<file path="config.mk">
export PLATFORM = sky130hd
export DESIGN_NAME = branch_resolve_unit_flat
export DESIGN_NICKNAME = d
export VERILOG_FILES = /design/src/rtl/branch_resolve_if.sv /design/src/rtl/branch_resolve_unit.sv /design/src/flat_wrapper.sv
export SDC_FILE = /design/constraint.sdc
export NUM_CORES = 1
export LEC_CHECK = 0
export CAP_MARGIN = 20
export CELL_PAD_IN_SITES_DETAIL_PLACEMENT = 0
export CELL_PAD_IN_SITES_GLOBAL_PLACEMENT = 1
export CORE_ASPECT_RATIO = 0.5
export CORE_MARGIN = 3
export CORE_UTILIZATION = 37
export DETAILED_ROUTE_END_ITERATION = 8
export HOLD_SLACK_MARGIN = 0.15
export PLACE_DENSITY = 0.79
export SLEW_MARGIN = 20
export SYNTH_ARGS = -nofsm -noshare
export SYNTH_HDL_FRONTEND = slang
export SYNTH_SLANG_ARGS = --single-unit
</file>
<file path="constraint.sdc">
create_clock -name clk -period 3.6 [get_ports clk]
set_input_delay 0.36 -clock clk [delete_from_list [all_inputs] [get_ports clk]]
set_output_delay 0.36 -clock clk [all_outputs]
set_load 0.02 [all_outputs]
</file>
<file path="src/rtl/branch_resolve_if.sv">
// Bundle of the request, subtractor and result channels of the branch resolve stage.
// slave is the resolve unit's view; master is the view of the surrounding pipeline.
interface branch_resolve_if #(
  parameter int XLEN = 64
);
  logic            flush;
  logic            in_valid;
  logic            in_ready;
  logic [XLEN-1:0] in_rs1;
  logic [XLEN-1:0] in_rs2;
  logic [2:0]      in_funct3;
  logic [XLEN-1:0] in_pc;
  logic [XLEN-1:0] in_imm;
  logic [XLEN-1:0] sub_a;
  logic [XLEN-1:0] sub_b;
  logic [XLEN-1:0] sub_diff;
  logic            sub_borrow;
  logic            sub_overflow;
  logic            out_valid;
  logic            out_ready;
  logic            out_taken;
  logic [XLEN-1:0] out_target;
  logic            out_illegal;

  modport slave (
    input  flush, in_valid, in_rs1, in_rs2, in_funct3, in_pc, in_imm,
           sub_diff, sub_borrow, sub_overflow, out_ready,
    output in_ready, sub_a, sub_b, out_valid, out_taken, out_target, out_illegal
  );

  modport master (
    output flush, in_valid, in_rs1, in_rs2, in_funct3, in_pc, in_imm,
           sub_diff, sub_borrow, sub_overflow, out_ready,
    input  in_ready, sub_a, sub_b, out_valid, out_taken, out_target, out_illegal
  );
endinterface

</file>
<file path="src/rtl/branch_resolve_unit.sv">
// Multi-cycle conditional-branch resolver: drives an external subtractor, waits for
// the borrow chain to settle, then decides taken/target and hands it off valid/ready.
module branch_resolve_unit #(
  parameter int XLEN          = 64,
  parameter int SETTLE_CYCLES = 1
) (
  input  logic           clk,
  input  logic           rst_n,
  branch_resolve_if.slave bus
);
  localparam int CNT_W = $clog2(SETTLE_CYCLES + 1);

  typedef enum logic [1:0] {IDLE, SETTLE, RESOLVE, HOLD} state_t;

  state_t          state, state_nxt;
  logic [CNT_W-1:0] cnt;
  logic [XLEN-1:0] pc_q;
  logic [XLEN-1:0] imm_q;
  logic [2:0]      funct3_q;
  logic            accept;
  logic            zero;
  logic            lt;
  logic            taken_d;
  logic            illegal_d;
  logic [XLEN-1:0] target_d;

  // in_ready drops while rst_n is low so nothing is accepted during reset.
  assign bus.in_ready = (state == IDLE) & rst_n;
  assign accept       = bus.in_valid & (state == IDLE) & ~bus.flush;

  always_comb begin
    // NOTE: default first so every path assigns state_nxt and no latch is inferred.
    state_nxt = state;
    unique case (state)
      IDLE:    if (bus.in_valid) state_nxt = SETTLE;
      SETTLE:  if (cnt == CNT_W'(1)) state_nxt = RESOLVE;
      RESOLVE: state_nxt = HOLD;
      HOLD:    if (bus.out_ready) state_nxt = IDLE;
      default: state_nxt = IDLE;
    endcase
    if (bus.flush) state_nxt = IDLE;
  end

  // Signed less-than from a subtractor: the sign of the difference is wrong exactly
  // when the subtraction overflowed.
  always_comb begin
    zero      = (bus.sub_diff == '0);
    lt        = bus.sub_diff[XLEN-1] ^ bus.sub_overflow;
    taken_d   = 1'b0;
    illegal_d = 1'b0;
    unique case (funct3_q)
      3'b000:  taken_d = zero;
      3'b001:  taken_d = ~zero;
      3'b100:  taken_d = lt;
      3'b101:  taken_d = ~lt;
      3'b110:  taken_d = bus.sub_borrow;
      3'b111:  taken_d = ~bus.sub_borrow;
      default: illegal_d = 1'b1;
    endcase
    target_d = taken_d ? (pc_q + imm_q) : (pc_q + XLEN'(4));
  end

  always_ff @(posedge clk or negedge rst_n) begin
    // NOTE: sequential state uses non-blocking assignments so all registers update together.
    if (!rst_n) state <= IDLE;
    else        state <= state_nxt;
  end

  // Operand registers only load on acceptance, keeping sub_a/sub_b stable until IDLE.
  always_ff @(posedge clk or negedge rst_n) begin
    if (!rst_n) begin
      bus.sub_a <= '0;
      bus.sub_b <= '0;
      pc_q      <= '0;
      imm_q     <= '0;
      funct3_q  <= '0;
      cnt       <= '0;
    end else if (accept) begin
      bus.sub_a <= bus.in_rs1;
      bus.sub_b <= bus.in_rs2;
      pc_q      <= bus.in_pc;
      imm_q     <= bus.in_imm;
      funct3_q  <= bus.in_funct3;
      cnt       <= CNT_W'(SETTLE_CYCLES);
    end else if (state == SETTLE) begin
      cnt <= cnt - CNT_W'(1);
    end
  end

  always_ff @(posedge clk or negedge rst_n) begin
    if (!rst_n) begin
      bus.out_valid   <= 1'b0;
      bus.out_taken   <= 1'b0;
      bus.out_illegal <= 1'b0;
      bus.out_target  <= '0;
    end else if (bus.flush) begin
      bus.out_valid   <= 1'b0;
      bus.out_taken   <= 1'b0;
      bus.out_illegal <= 1'b0;
    end else if (state == RESOLVE) begin
      bus.out_valid   <= 1'b1;
      bus.out_taken   <= taken_d;
      bus.out_illegal <= illegal_d;
      bus.out_target  <= target_d;
    end else if (state == HOLD && bus.out_ready) begin
      bus.out_valid <= 1'b0;
    end
  end
endmodule

</file>
<file path="src/flat_wrapper.sv">
// flat-port wrapper written by rule: the top's interface ports become plain ports
module branch_resolve_unit_flat 
#(
  parameter int XLEN          = 64,
  parameter int SETTLE_CYCLES = 1
)
  (clk, rst_n, bus_flush, bus_in_valid, bus_in_rs1, bus_in_rs2, bus_in_funct3, bus_in_pc, bus_in_imm, bus_sub_diff, bus_sub_borrow, bus_sub_overflow, bus_out_ready, bus_in_ready, bus_sub_a, bus_sub_b, bus_out_valid, bus_out_taken, bus_out_target, bus_out_illegal);
  branch_resolve_if #(.XLEN(XLEN)) bus_i ();
  input  logic clk;
  input  logic rst_n;
  input wire logic [$bits(bus_i.flush)-1:0] bus_flush;
  input wire logic [$bits(bus_i.in_valid)-1:0] bus_in_valid;
  input wire logic [$bits(bus_i.in_rs1)-1:0] bus_in_rs1;
  input wire logic [$bits(bus_i.in_rs2)-1:0] bus_in_rs2;
  input wire logic [$bits(bus_i.in_funct3)-1:0] bus_in_funct3;
  input wire logic [$bits(bus_i.in_pc)-1:0] bus_in_pc;
  input wire logic [$bits(bus_i.in_imm)-1:0] bus_in_imm;
  input wire logic [$bits(bus_i.sub_diff)-1:0] bus_sub_diff;
  input wire logic [$bits(bus_i.sub_borrow)-1:0] bus_sub_borrow;
  input wire logic [$bits(bus_i.sub_overflow)-1:0] bus_sub_overflow;
  input wire logic [$bits(bus_i.out_ready)-1:0] bus_out_ready;
  output wire logic [$bits(bus_i.in_ready)-1:0] bus_in_ready;
  output wire logic [$bits(bus_i.sub_a)-1:0] bus_sub_a;
  output wire logic [$bits(bus_i.sub_b)-1:0] bus_sub_b;
  output wire logic [$bits(bus_i.out_valid)-1:0] bus_out_valid;
  output wire logic [$bits(bus_i.out_taken)-1:0] bus_out_taken;
  output wire logic [$bits(bus_i.out_target)-1:0] bus_out_target;
  output wire logic [$bits(bus_i.out_illegal)-1:0] bus_out_illegal;
  assign bus_i.flush = bus_flush;
  assign bus_i.in_valid = bus_in_valid;
  assign bus_i.in_rs1 = bus_in_rs1;
  assign bus_i.in_rs2 = bus_in_rs2;
  assign bus_i.in_funct3 = bus_in_funct3;
  assign bus_i.in_pc = bus_in_pc;
  assign bus_i.in_imm = bus_in_imm;
  assign bus_i.sub_diff = bus_sub_diff;
  assign bus_i.sub_borrow = bus_sub_borrow;
  assign bus_i.sub_overflow = bus_sub_overflow;
  assign bus_i.out_ready = bus_out_ready;
  assign bus_in_ready = bus_i.in_ready;
  assign bus_sub_a = bus_i.sub_a;
  assign bus_sub_b = bus_i.sub_b;
  assign bus_out_valid = bus_i.out_valid;
  assign bus_out_taken = bus_i.out_taken;
  assign bus_out_target = bus_i.out_target;
  assign bus_out_illegal = bus_i.out_illegal;
  branch_resolve_unit #(.XLEN(XLEN), .SETTLE_CYCLES(SETTLE_CYCLES)) u_core (.clk(clk), .rst_n(rst_n), .bus(bus_i));
endmodule
</file>
; ---- Yosys cells after proc, flatten, opt, wreduce, memory -nomap -nowiden
; Index checks and enable logic that the tools add are counted.
[word_totals]
word_cells = 60
n_memories = 0
register_bits = 329
output_inout_bits = 196
romBits = 0
mem_bits_rw = 0
latchBits = 0
inputBits = 330
[classes]
n_eq_ne = 11
add_sub_neg = 3
shift = 0
n_reduce_logical = 10
magnitude_cmp = 0
n_div = 0
n_mul = 0
muxes = 17
n_bitwise = 8
[ops]
columns = cell, n
row1 = $add 64x3->64 const B, 1
row2 = $add 64x64->64, 1
row3 = $logic_not 64->1, 1
row4 = $mux 64, 1
row5 = $eq 3x3->1 const B, 4
row6 = $mux 1, 10
row7 = $mux 2, 4
row8 = $pmux 2 s4, 1
row9 = $ne 3x3->1 const B, 2
row10 = $pmux 1 s6, 1
row11 = $reduce_or 6->1, 1
row12 = $eq 2x2->1 const B, 2
row13 = $not 1->1, 4
row14 = $reduce_bool 2->1, 2
row15 = $and 1x1->1, 3
row16 = $eq 3x1->1 const B, 1
row17 = $logic_not 3->1, 1
row18 = $ne 3x2->1 const B, 1
row19 = $reduce_and 3->1, 1
row20 = $reduce_bool 3->1, 1
row21 = $eq 2x1->1 const B, 1
row22 = $logic_not 2->1, 1
row23 = $reduce_and 2->1, 1
row24 = $logic_and 1x1->1, 1
row25 = 2 further kinds, 2

; ---- Logic depth before layout (Yosys ltp)
[logic_depth]
word_depth = 5
ltp_mapped = 12
depth_no_buf = 12

; ---- Worst setup path after synthesis
; Ideal clock, no wire load.
[synth_path]
path_kind = flip-flop to flip-flop
startpoint = reg u_core.pc_q[28]
endpoint = reg u_core.bus.out_target[61]
setup_ns = 0.140
arrival_time_ns = 2.939
setup_slack_ns = 0.521
t_required_ns = 3.460
path_stages_with_launch = 12
n_path_buf = 1
synth_period_minus_slack_ns = 3.079
cell_sequence = dfrtp_1 -> ha_1 -> buf_6 -> nand4_4 -> or3_4 -> nor4_4 -> a2111oi_2 -> o41ai_4 -> a31oi_4 -> o41ai_2 -> mux2i_1 -> o211ai_1
[synth_via]
elab_chain_cells = 2
word_cells_on_any_way = 3
classes_between = add/sub: 2 / mux: 1
[synth_lines]
columns = item, line
row1 = "start, declared", branch_resolve_unit.sv:17  ; logic [XLEN-1:0] pc_q;
row2 = "start signal, assigned", branch_resolve_unit.sv:81  ; pc_q <= bus.in_pc;
row3 = $add 64x3->64 / $add 64x64->64 (equally long branches), branch_resolve_unit.sv:60  ; target_d = taken_d ? (pc_q + imm_q) : (pc_q + XLEN'(4));
row4 = $mux 64 (*), branch_resolve_unit.sv:60
row5 = "end signal, assigned", branch_resolve_unit.sv:104  ; bus.out_target <= target_d;
row6 = "end, declared", branch_resolve_if.sv:28  ; output in_ready, sub_a, sub_b, out_valid, out_taken, out_target, out_illegal
; Mark *: on every way between the ends. The rest lies on a longest branch, timed or not.
; A chain may end at the register's enable or synchronous reset.

; ---- Final worst setup path
[layout_path]
startpoint = reg u_core.imm_q[5]
endpoint = reg u_core.bus.out_target[52]
[layout_via]
elab_chain_cells = 2
[layout_lines]
columns = item, line
row1 = "start, declared", branch_resolve_unit.sv:18  ; logic [XLEN-1:0] imm_q;
row2 = "start signal, assigned", branch_resolve_unit.sv:82  ; imm_q <= bus.in_imm;
row3 = $add 64x64->64, branch_resolve_unit.sv:60
row4 = $mux 64, branch_resolve_unit.sv:60
; Every way passes these cells.

==> flow_metrics.py <==
metrics = {
    "cts": {
        "clk_latency_ns": 0.54,
        "clk_pin_slew_ns": 0.07,
        "cts_sinks": 329,
        "cts_buffers": 34,
        "cts.htree.levels": 2,
        "clockRootBuffer": "clkbuf_16",
        "cts_buffer_depth": 3,
        "cts_tree": "built",
    },
    "logic_synthesis": {
        "ys_warn_count": 0,
        "synth-seq-cells": 329,
        "synth_xor_area_share_pct": 5.82,
        "synth_edf_count": 0,
        "synth_area_um2": 17800,
        "synth_cells": 1644,
        "synth_area_leaders": "dfrtp_1 46%, mux2_2 16%, ha_1 4.9%",
        "yosysSeqAreaShare_pct": 46.4,
        "synth-main-ff-cell": "dfrtp_1",
        "synth.top_cell.area_share_pct": 46.4,
        "syn_nets": 2044,
        "netlist_top_cells_count": "329 x dfrtp_1, 259 x mux2_2, 156 x nand2_1",
        "async_flop_share_pct": 100,
        "synth_fa_ha_area_share_pct": 4.97,
        "synth.most_common_cell": "dfrtp_1",
        "muxShareOfSynthArea_pct": 16.9,
        "synth_compound_area_share_pct": 11.9,
        "synth_top_family_by_area": "multiplexers",
        "syn_area_per_cell_um2": 10.8,
        "synth-simple-area-share_pct": 11.7,
        "synthDistinctLibCells": 75,
        "yosysTopAreaCell": "dfrtp_1",
    },
    "sta": {
        "fin_crit_ns": 3.46,
        "drv_slew": 0,
        "hold_viol_final": 0,
        "holdWs_ns": 0.331,
        "worst_pin_slew_ns": 0.886,
        "fin_crit_sh_pct": 96.0,
        "finalSetupViolations": 0,
        "layout_setup_ws_ns": 0.144,
        "fin_setup_tns_ns": 0,
        "slew_headroom_pct": 40.9,
        "skew_ns": 0.0301,
        "fmaxAchievable_mhz": 289,
    },
    "setup_path": {
        "r2r_slack_ns": 0.14,
        "cp.required_ns": 4.06,
        "path_max_fanout": 5,
        "cp_common_cell": "o21ai_1",
        "crit_chain": "ha_1 > and3_1 > a221oi_1 > buf_4 > o2111a_2 > or4_1 > and4_1 > o21ai_1 > a31oi_1 > xor2_1 > o21ai_1 > o21a_1",
        "cp_slowest_stage_delay_ns": 0.55,
        "worst-setup-path-type": "register to register",
        "setup.worst_path.start_class": "register",
        "arrival_ns": 3.92,
        "critPathSlowestCell": "or4_1",
        "end_kind": "register",
    },
    "floorplanning": {
        "fp.dieH_um": 161,
        "placement_rows": 56,
        "dieArea_um2": 50800,
        "die_w_um": 316,
        "io_pins": 526,
        "initial_core_util_pct": 37.7,
        "core-area_um2": 47200,
    },
    "grt": {
        "grt_overflow": 0,
        "grt_pass1_wl_um": 90000,
        "grt_antenna_before_repair": 6,
        "grt_pass1_vias": 15000,
        "grt_usage_pct": 22.7,
        "grt_start_max_net_pins": 115,
    },
    "power_and_ir_drop": {
        "leakagePower_nw": 10.6,
        "ir_drop_uv": 483,
        "power_density_nw_per_um2": 1060,
        "finalPower_mw": 26.8,
        "swShare_pct": 43.5,
        "power_frac_comb_pct": 60.4,
        "clockPowerShare_pct": 13.8,
        "seqPwrFrac_pct": 25.8,
        "intPower_mw": 15.1,
        "p_sw_mw": 11.7,
    },
    "run_status": {
        "status": "completed",
    },
    "route": {
        "wl_per_cell_um": 20.5,
        "totalWireLength_um": 58700,
        "drt_iter0_drc": 851,
        "drt-pass1-iter-count": 5,
        "vias": 14700,
        "ant_nets": 0,
        "viasPerCell": 5.15,
        "drc_errors": 0,
    },
    "place": {
        "pre_cts_slack_ns": 0.164,
        "dpl_cell_area_um2": 24100,
        "dp.cells": 2789,
        "dp_hpwl_um": 45600,
        "numPortBuffers": 525,
        "routabilityCongestion": 0.917,
    },
    "layout": {
        "final_util_pct": 53.6,
        "final_area_um2": 25300,
        "drive_above_1_share_pct": 18.4,
        "nets": 2590,
        "fill_cells": 4238,
        "area_growth_pct": 42.3,
        "final_cells": 2858,
    },
    "worst_hold_path": {
        "hp-class": "primary input to async pin",
    },
    "job": {
        "cap_violations": 0,
    },
}
-- layout by cell type (no fill, tap or decap), types with 24 or more instances in the layout --
cell | synthesis | layout
a21o_1 | 33 | 33
a21oi_1 | 113 | 113
and3_1 | 24 | 24
buf_4 | 4 | 61
clkbuf_16 | 0 | 35
clkdlybuf4s50_1 | 0 | 524
dfrtp_1 | 329 | 329
ha_1 | 69 | 69
mux2_2 | 259 | 259
nand2_1 | 156 | 156
nand3_1 | 39 | 39
nand4_1 | 32 | 32
nor2_1 | 92 | 91
o21ai_0 | 77 | 77
xnor2_1 | 69 | 69
xor2_1 | 49 | 49
-- power by group through the flow --
stage               combinational, mW  clock, mW  sequential, mW
floorplan                        8.97          0            7.96
CTS                              16.1       3.80            6.93
global placement                 16.1          0            6.91
global route                     17.6       3.96            7.15
detailed placement               16.0          0            6.99
finish                           16.2       3.70            6.93
-- critical path, delay by kind of cell, from the launching register on --
kind,cells,cell delay [ns]
AOI/OAI and AO/OA,6,1.21
xor gates and xnor gates,1,0.18
DFF,1,0.39
adders and majority gates,1,0.38
buffers and inverters,1,0.16
and+or+nand+nor,3,1.06
-- final timing paths --
path	start	endpoint	cells after the start
max	u_core.imm_q[5]	u_core.bus.out_target[52]	12
min	rst_n	u_core.imm_q[26]	2
max reg2reg	u_core.imm_q[5]	u_core.bus.out_target[52]	12
min reg2reg	u_core.bus.out_target[20]	u_core.bus.out_target[20]	2
max in group asynchronous	rst_n	u_core.bus.sub_b[59]	3
min in group clk	bus_in_pc[3]	u_core.pc_q[3]	2
-- state kept, by name, indices dropped and copies added (netlist names) --
| register | flops |
|---|---|
| u_core.funct3_q | 3 |
| u_core.imm_q | 64 |
| u_core.bus.out_target | 64 |
| u_core.bus.out_taken | 1 |
| u_core.bus.sub_b | 64 |
| u_core.cnt | 1 |
| u_core.bus.sub_a | 64 |
| u_core.pc_q | 64 |
| u_core.bus.out_illegal | 1 |
| u_core.bus.out_valid | 1 |
| u_core.state | 2 |
-- what timing repair did --
item                                   CTS  global route
buffers inserted                         0             2
setup endpoints to repair                0             3
hold buffers                             1             0
endpoints found under the hold margin   43             0
gates resized for setup                  0             3
-- cell type report --
type / instances / area [um2] / area share, %
multi-input cells: 1213 / 9150 / 36.2
flip-flops and latches: 329 / 8230 / 32.6
repair buffers: 594 / 5870 / 23.2
clock buffers: 49 / 978 / 3.87
well taps: 638 / 798 / 3.16
clock inverters: 11 / 164 / 0.649
inverters: 18 / 67.6 / 0.267
diodes: 6 / 15.0 / 0.0594
-- routing by layer --
metal | global-route usage (%) | share of wire, % | vias to the layer above
li1 | - | - | 7030
met1 | 31.1 | 44 | 7308
met2 | 38.1 | 49 | 305
met3 | 3.58 | 4.4 | 71
met4 | 5.10 | 1.9 | 2
met5 | 0 | 0.012 | -
-- cell families after synthesis --
family,count (synthesis)
AND/OR/NAND/NOR,428
flip-flops,329
adder cells (fa/ha/maj),70
multiplexers,268
AO/OA/AOI/OAI,329
XOR/XNOR,118
buffers and inverters,102
(Power assumes the default switching activity.)
